**config.mk**
```make
export PLATFORM = sky130hd
export DESIGN_NAME = score_award_sequencer_flat
export DESIGN_NICKNAME = d
export VERILOG_FILES = /design/src/rtl/score_award_sequencer_if.sv /design/src/rtl/score_award_sequencer.sv /design/src/flat_wrapper.sv
export SDC_FILE = /design/constraint.sdc
export NUM_CORES = 1
export LEC_CHECK = 0
export CAP_MARGIN = 25
export CORE_MARGIN = 10
export CORE_UTILIZATION = 55
export CTS_BUF_LIST = sky130_fd_sc_hd__clkbuf_16
export DETAILED_ROUTE_END_ITERATION = 8
export GPL_TIMING_DRIVEN = 0
export PLACE_DENSITY = 0.93
export SETUP_SLACK_MARGIN = 0.3
export SLEW_MARGIN = 20
export SYNTH_ARGS = -nofsm -noshare
export SYNTH_HDL_FRONTEND = slang
export SYNTH_SLANG_ARGS = --single-unit
```
**constraint.sdc**
```tcl
create_clock -name clk -period 13.9 [get_ports clk]
set_clock_uncertainty 0.15 [all_clocks]
set_input_delay 3.475 -clock clk [delete_from_list [all_inputs] [get_ports clk]]
set_output_delay 3.475 -clock clk [all_outputs]
set_load 0.01 [all_outputs]
```
**src/rtl/score_award_sequencer_if.sv**
```systemverilog
// Award handshake bundle between the two point requesters (frog-home and
// bonus timer) and the score award sequencer. Each requester holds its
// request level and amount stable until it sees its one-cycle ack.
interface score_award_sequencer_if #(
    parameter int AMT_W = 4
);
    logic             home_req;
    logic [AMT_W-1:0] home_amt;
    logic             home_ack;
    logic             bonus_req;
    logic [AMT_W-1:0] bonus_amt;
    logic             bonus_ack;

    // Requester side: drives requests and amounts, watches for acks.
    modport master (
        output home_req,
        output home_amt,
        input  home_ack,
        output bonus_req,
        output bonus_amt,
        input  bonus_ack
    );

    // Sequencer side: sees requests and amounts, returns acks.
    modport slave (
        input  home_req,
        input  home_amt,
        output home_ack,
        input  bonus_req,
        input  bonus_amt,
        output bonus_ack
    );
endinterface

```
**src/rtl/score_award_sequencer.sv**
```systemverilog
// Score award sequencer: arbitrates point awards from the frog-home event and
// the bonus timer, queues them in a pending accumulator, and replays them as a
// paced train of single-cycle pulses into the ones-digit counter. A BCD shadow
// of the displayed score lets the train stop at 999 instead of letting the
// digit chain wrap, and the high score is tracked across games.
module score_award_sequencer #(
    parameter int AMT_W  = 4,
    parameter int PEND_W = 8
) (
    input  logic                         clk,
    input  logic                         reset,
    input  logic                         clear,
    score_award_sequencer_if.slave       awards,
    output logic                         point,
    output logic                         busy,
    output logic [11:0]                  score_bcd,
    output logic                         saturated,
    output logic [11:0]                  hi_bcd,
    output logic                         new_high
);

    // One extra bit so the acceptance check can see an overflow of the
    // pending accumulator before it happens.
    localparam int SUM_W = PEND_W + 1;
    localparam logic [11:0] SCORE_MAX = 12'h999;

    typedef enum logic [1:0] {
        IDLE  = 2'd0,
        PULSE = 2'd1,
        GAP   = 2'd2
    } state_t;

    state_t             state;
    logic [PEND_W-1:0]  pending;

    logic               hold;
    logic               any_req;
    logic [AMT_W-1:0]   win_amt;
    logic [SUM_W-1:0]   trial_sum;
    logic               fits;
    logic               accept;
    logic [AMT_W-1:0]   added_amt;
    logic [SUM_W-1:0]   next_sum;
    logic [PEND_W-1:0]  pending_next;
    logic [11:0]        score_inc;

    // Increment a three-digit BCD value with digit carry; 9 rolls to 0 and
    // carries into the next digit up.
    function automatic logic [11:0] bcd_inc(input logic [11:0] v);
        logic [3:0] ones;
        logic [3:0] tens;
        logic [3:0] hund;
        ones = v[3:0];
        tens = v[7:4];
        hund = v[11:8];
        if (ones == 4'd9) begin
            ones = 4'd0;
            if (tens == 4'd9) begin
                tens = 4'd0;
                hund = (hund == 4'd9) ? 4'd0 : hund + 4'd1;
            end else begin
                tens = tens + 4'd1;
            end
        end else begin
            ones = ones + 4'd1;
        end
        return {hund, tens, ones};
    endfunction

    // Fixed-priority arbitration and acceptance: home beats bonus, and a
    // request is only taken if the pending accumulator can absorb it after
    // this cycle's pulse (if any) has been subtracted. Reset and clear block
    // every ack so nothing slips in while the game is being cleared.
    always_comb begin
        hold      = reset | clear;
        any_req   = awards.home_req | awards.bonus_req;
        win_amt   = awards.home_req ? awards.home_amt : awards.bonus_amt;
        trial_sum = SUM_W'(pending) + SUM_W'(win_amt) - SUM_W'(point);
        fits      = (trial_sum[SUM_W-1] == 1'b0);
        accept    = ~hold & any_req & fits;

        awards.home_ack  = accept & awards.home_req;
        awards.bonus_ack = accept & ~awards.home_req & awards.bonus_req;

        // Once the score is pinned at 999, accepted points are thrown away.
        added_amt    = (accept & ~saturated) ? win_amt : '0;
        next_sum     = SUM_W'(pending) + SUM_W'(added_amt) - SUM_W'(point);
        pending_next = next_sum[PEND_W-1:0];

        score_inc = bcd_inc(score_bcd);
    end

    // Pulse-train state machine with registered outputs. PULSE always falls
    // into GAP so pulses are never back to back; GAP is also where a pinned
    // score drops whatever points are still queued.
    always_ff @(posedge clk) begin
        if (reset) begin
            state     <= IDLE;
            pending   <= '0;
            point     <= 1'b0;
            busy      <= 1'b0;
            score_bcd <= '0;
            saturated <= 1'b0;
            hi_bcd    <= '0;
            new_high  <= 1'b0;
        end else if (clear) begin
            state     <= IDLE;
            pending   <= '0;
            point     <= 1'b0;
            busy      <= 1'b0;
            score_bcd <= '0;
            saturated <= 1'b0;
            new_high  <= 1'b0;
        end else begin
            case (state)
                IDLE: begin
                    pending <= pending_next;
                    busy    <= (pending_next != '0);
                    if ((pending_next != '0) && !saturated) begin
                        state <= PULSE;
                        point <= 1'b1;
                    end else begin
                        state <= IDLE;
                        point <= 1'b0;
                    end
                end

                PULSE: begin
                    pending   <= pending_next;
                    score_bcd <= score_inc;
                    saturated <= (score_inc == SCORE_MAX);
                    if (score_inc > hi_bcd) begin
                        hi_bcd   <= score_inc;
                        new_high <= 1'b1;
                    end
                    state <= GAP;
                    point <= 1'b0;
                    busy  <= 1'b1;
                end

                GAP: begin
                    if (saturated) begin
                        pending <= '0;
                        state   <= IDLE;
                        point   <= 1'b0;
                        busy    <= 1'b0;
                    end else begin
                        pending <= pending_next;
                        busy    <= (pending_next != '0);
                        if (pending_next != '0) begin
                            state <= PULSE;
                            point <= 1'b1;
                        end else begin
                            state <= IDLE;
                            point <= 1'b0;
                        end
                    end
                end

                default: begin
                    state <= IDLE;
                    point <= 1'b0;
                    busy  <= (pending != '0);
                end
            endcase
        end
    end

endmodule

```
**src/flat_wrapper.sv**
```systemverilog
// flat-port wrapper written by rule: the top's interface ports become plain ports
module score_award_sequencer_flat 
#(
    parameter int AMT_W  = 4,
    parameter int PEND_W = 8
)
  (clk, reset, clear, point, busy, score_bcd, saturated, hi_bcd, new_high, awards_home_req, awards_home_amt, awards_home_ack, awards_bonus_req, awards_bonus_amt, awards_bonus_ack);
  score_award_sequencer_if #(.AMT_W(AMT_W)) awards_i ();
  input  logic clk;
  input  logic reset;
  input  logic clear;
  output logic point;
  output logic busy;
  output logic [11:0] score_bcd;
  output logic saturated;
  output logic [11:0] hi_bcd;
  output logic new_high;
  input wire logic [$bits(awards_i.home_req)-1:0] awards_home_req;
  input wire logic [$bits(awards_i.home_amt)-1:0] awards_home_amt;
  output wire logic [$bits(awards_i.home_ack)-1:0] awards_home_ack;
  input wire logic [$bits(awards_i.bonus_req)-1:0] awards_bonus_req;
  input wire logic [$bits(awards_i.bonus_amt)-1:0] awards_bonus_amt;
  output wire logic [$bits(awards_i.bonus_ack)-1:0] awards_bonus_ack;
  assign awards_i.home_req = awards_home_req;
  assign awards_i.home_amt = awards_home_amt;
  assign awards_home_ack = awards_i.home_ack;
  assign awards_i.bonus_req = awards_bonus_req;
  assign awards_i.bonus_amt = awards_bonus_amt;
  assign awards_bonus_ack = awards_i.bonus_ack;
  score_award_sequencer #(.AMT_W(AMT_W), .PEND_W(PEND_W)) u_core (.clk(clk), .reset(reset), .clear(clear), .awards(awards_i), .point(point), .busy(busy), .score_bcd(score_bcd), .saturated(saturated), .hi_bcd(hi_bcd), .new_high(new_high));
endmodule
```
# == Word level (Yosys, flattened, before mapping) ==
# Cells that the tools add are included.
# W data, S select, Z words.
# op_classes
add_sub_neg,7
multipliers,0
n_div,0
order_cmp,1
n_eq_ne,6
shift,0
mux,20
bitwise,13
n_reduce_logical,10
# ops
operator,n
$mux W4,8
$pmux W8 S2,1
$reduce_bool A8 Y1,2
$add A4 B1 Y4 const B,3
$eq A12 B12 Y1 const B,1
$eq A4 B4 Y1 const B,3
$gt A12 B12 Y1,1
$add A8 B4 Y9,1
$sub A9 B1 Y9,1
$add A8 B4 Y8,1
$mux W8,1
$sub A8 B1 Y8,1
$and A1 B1 Y1,6
$mux W1,6
$pmux W2 S3,1
$not A1 Y1,5
$reduce_or A2 Y1,2
$pmux W1 S3,1
$reduce_and A3 Y1,1
$eq A2 B1 Y1 const B,1
$eq A2 B2 Y1 const B,1
$logic_not A2 Y1,1
$mux W2,1
$or A1 B1 Y1,2
other kinds (5),5
# totals
register_bits,38
latch_bits,0
ram_bits,0
rom_bits,0
input_bits,13
out_inout_bits,30
wordCells,65
mem_count,0

# == Depth between registers and ports, before layout ==
# Gate-level depths: netlist of run 1.
# depth
depth_word,13
mapped_depth,20
mapped_depth_nobuf,19

# == Least setup slack after synthesis of run 1 ==
# OpenSTA, ideal clock, no wires.
# synth_path
path_kind,in2out
start,in awards_home_req
end,out awards_bonus_ack
arrival_time_ns,5.355
setup_slack_ns,4.920
cell_stages,10
cell_sequence,buf_2 -> mux2i_1 -> ha_1 -> inv_1 -> ha_1 -> a31o_1 -> a21o_1 -> a21oi_1 -> o21ai_2 -> mux2i_1
# synth_between
elab_chain_len,7
# synth_lines
element,line,source
"start, declared",flat_wrapper.sv:18,input wire logic [$bits(awards_i.home_req)-1:0] awards_home_req;
$mux W4,score_award_sequencer.sv:77,win_amt = awards.home_req ? awards.home_amt : awards.bonus_amt;
$add A8 B4 Y9,score_award_sequencer.sv:78,trial_sum = SUM_W'(pending) + SUM_W'(win_amt) - SUM_W'(point);
$sub A9 B1 Y9,score_award_sequencer.sv:78,
$not A1 Y1,score_award_sequencer.sv:79,fits = (trial_sum[SUM_W-1] == 1'b0);
$and A1 B1 Y1,score_award_sequencer.sv:80,accept = ~hold & any_req & fits;
$and A1 B1 Y1 (*) (2 in a row),score_award_sequencer.sv:83,awards.bonus_ack = accept & ~awards.home_req & awards.bonus_req;
"end, declared",flat_wrapper.sv:23,output wire logic [$bits(awards_i.bonus_ack)-1:0] awards_bonus_ack;
# Every way passes the cells marked *; elsewhere a longest branch is shown, timed or not.

# == Final worst setup path of run 1 ==
# layout_path
start,in awards_bonus_amt[1]
end,out awards_home_ack
# layout_between
elab_chain_len,6
# layout_lines
element,line,source
"start, declared",flat_wrapper.sv:22,input wire logic [$bits(awards_i.bonus_amt)-1:0] awards_bonus_amt;
$mux W4,score_award_sequencer.sv:77,
$add A8 B4 Y9,score_award_sequencer.sv:78,
$sub A9 B1 Y9,score_award_sequencer.sv:78,
$not A1 Y1,score_award_sequencer.sv:79,
$and A1 B1 Y1,score_award_sequencer.sv:80,
$and A1 B1 Y1,score_award_sequencer.sv:82,awards.home_ack = accept & awards.home_req;
"end, declared",flat_wrapper.sv:20,output wire logic [$bits(awards_i.home_ack)-1:0] awards_home_ack;
# Every way passes these cells.

==> reports/metrics.yaml, run 1 <==
outcome: "finished clean"
layout_commonest_cell: "inv_1"
ys_top_cells_by_area: "dfxtp_1 (27%), ha_1 (16%), inv_1 (6.1%)"
fp.dieH_um: 91.5
cp-startpoint: "awards_bonus_amt[1]"
pre_cts_ws_ns: 4.02
grtUsageTotal_pct: 16.9
synth_top_area_share_pct: 27.0
post_cts_resized: 0
syn2layout_area_growth_pct: 22.1
vias: 2668
place_area_mm2: 0.00331
numPortBuffers: 41
setup_viol: 0
dp_hpwl_um: 5560
drt-initial-drc-count: 188
syn_inst: 355
async_flop_share_pct: 0
antenna_found_initial: 0
synth_area_leader_cell: "dfxtp_1"
finalCritPeriodShare_pct: 70.9
routed_via_density: 5.69
min_period_ns: 9.86
cts_tree: "done"
stdcell_count: 469
cts.clk_slew.worst_paths_ns: 0.05
pwr-share-comb_pct: 49.9
seq_power_share_pct: 27.6
io_pins: 43
p_sw_share_pct: 37.9
max_slew_margin_pct: 62.9
synth_warnings: 0
chipWidth_um: 91.5
avgRoutedWirePerCell_um: 15.0
numCtsBuffers: 5
core_region_area_mm2: 0.00485
p_clk_share_pct: 22.5
htreeDepth: 2
drc: 0
num_rows: 25
worstHoldStart: "u_core.new_high$_SDFFE_PP0P_"
power.density_mw_per_mm2: 133
ir_drop_uv: 98.4
antenna_cells: 0
yosysSeqAreaShare_pct: 27.0
r2r_start: "u_core.pending[7]$_SDFFE_PP0P_"
routed_wl_um: 7020
rsz0062_at_grt: "no"
switching_power_mw: 0.173
final_layout_size_suffix_gt1_share_pct: 3.98
overflow: 0
setup_ws_ns: 4.04
avgSynthCellArea_um2: 7.93
worst-setup-path-type: "input pin to output port"
crit_path_end_kind: "output port"
critical_path_required_ns: 10.27
syn_area_mm2: 0.00282
crit_fanout: 6
dieArea_mm2: 0.00838
drv_cap: 0
startpoint_type: "input pin"
cts_num_sinks: 38
dp.cells: 463
final.setup.tns_ns: 0
tightest_slew_ns: 0.554
grt_max_degree: 11
p_int_mw: 0.283
fin_total_pwr_mw: 0.456
grt_pass1_vias: 2663
fill_cells: 355
ctsRootBufferMaster: "clkbuf_16"
drt_pass1_iterations: 4
synth_nets: 405
postRouteAntennaNets: 0
final_nets: 453
finalMaxSlewViolations: 0
worstHoldPathType: "register to register"
leakage_nw: 1.40
synth.ff_latch_count: 38
cts_buffer_depth: 2
hold_buffers: 0
hold_viol: 0
fin_area_mm2: 0.00344
synth_ff_type: "dfxtp_1"
arrival_ns: 6.23
start_util_pct: 58.1
max_freq_mhz: 101
final_cell_mix: "inv_1 (46), clkdlybuf4s50_1 (41), nor2_1 (40), dfxtp_1 (38), ha_1 (36)"
place_congestion: 0.889
yosys.cell_types.count: 50
post_cts_buffers: 0
grt_pass1_wl_um: 12000
synth_edf_count: 0
clock_latency_ns: 0.28
==> routing by layer <==
layer / vias up / global-route usage [%] / wire length, um
li1: 1330 / - / -
met1: 1247 / 19.1 / 3000
met2: 81 / 29.6 / 3440
met3: 10 / 5.02 / 457
met4: 0 / 5.35 / 118
met5: - / 0 / 0
==> state kept, by name, indices dropped and copies added, names as in the netlist <==
register,count
u_core.saturated,1
u_core.hi_bcd,12
u_core.state,2
u_core.busy,1
u_core.new_high,1
u_core.pending,8
u_core.point,1
u_core.score_bcd,12
==> layout make-up <==
cell class	count	area [um2]	area share [%]
multi-input combinational	255	1820	52.9
clock inverter	1	3.75	0.109
buffer	14	56.3	1.64
clock buffer	5	125	3.64
inverter	48	180	5.24
sequential	38	761	22.1
tap	67	83.8	2.44
timing repair buffer	41	410	11.9
==> logic make-up (layout without fill, tap and decap cells) <==
| kind of cell | count (synthesis) | count (layout) | synth area share, % |
|---|---|---|---|
| AOI/OAI and AO/OA | 68 | 68 | 15.7 |
| xor gates and xnor gates | 12 | 12 | 3.73 |
| adders and majority gates | 37 | 37 | 16.7 |
| buffers and inverters | 62 | 109 | 8.40 |
| DFF | 38 | 38 | 27.0 |
| muxes | 19 | 19 | 6.84 |
| and+or+nand+nor | 119 | 119 | 21.6 |
==> final timing paths <==
path / end / slack, ns / depth (start not counted)
max: awards_home_ack / 4.04 / 11
max reg2reg: u_core.busy$_SDFF_PP0_ / 9.22 / 16
min: u_core.new_high$_SDFFE_PP0P_ / 0.33 / 1
min reg2reg: u_core.new_high$_SDFFE_PP0P_ / 0.33 / 1
==> cell usage after synthesis (6+ instances only) <==
cell type  instances
inv_1             46
nor2_1            40
dfxtp_1           38
ha_1              36
a21oi_1           19
mux2i_1           17
nand2_1           16
nand3_1           14
clkbuf_1          11
o21ai_1           10
nor4_1             9
a211oi_1           8
nor3_1             8
xnor2_1            8
a22oi_1            7
nor2b_1            6
==> worst max-delay path, cell delays in order <==
cell and delay, ns:
clkdlybuf4s50_1 0.41, mux2i_1 0.27, ha_1 0.29, inv_1 0.06
ha_1 0.23, a31o_1 0.24, a21o_1 0.18, a21oi_1 0.17
o21ai_2 0.16, mux2i_1 0.18, clkdlybuf4s50_1 0.56
==> metrics by stage <==
stage	utilization, %	hold slack, ns
detailed placement	68.3	0.314
global placement	68.3	0.310
CTS	70.9	0.331
global route	70.9	0.363
finish	70.9	0.326
floorplan	-	0.315
==> power groups by stage <==
stage / sequential (mW) / clock [mW] / combinational, mW
floorplan: 0.127 / 0 / 0.173
global placement: 0.127 / 0 / 0.215
detailed placement: 0.128 / 0 / 0.225
CTS: 0.126 / 0.104 / 0.227
global route: 0.127 / 0.110 / 0.254
finish: 0.126 / 0.103 / 0.228
Power figures use the tool's default switching activity.
==> run 2, diff against run 1 <==
Clock period 13.9 ns to 9.85 ns, I/O delays scaled along.
==> results of run 2 <==
The final DEF is identical to that of run 1. Status: finished clean.
Among the figures that moved: setup slack after placement 4.02 ns -> 2.00 ns; setup slack after layout 4.04 ns -> 2.02 ns; register-to-register setup slack 9.22 ns -> 5.17 ns; total power 0.456 mW -> 0.644 mW; worst IR drop on VDD 98.4 uV -> 139 uV
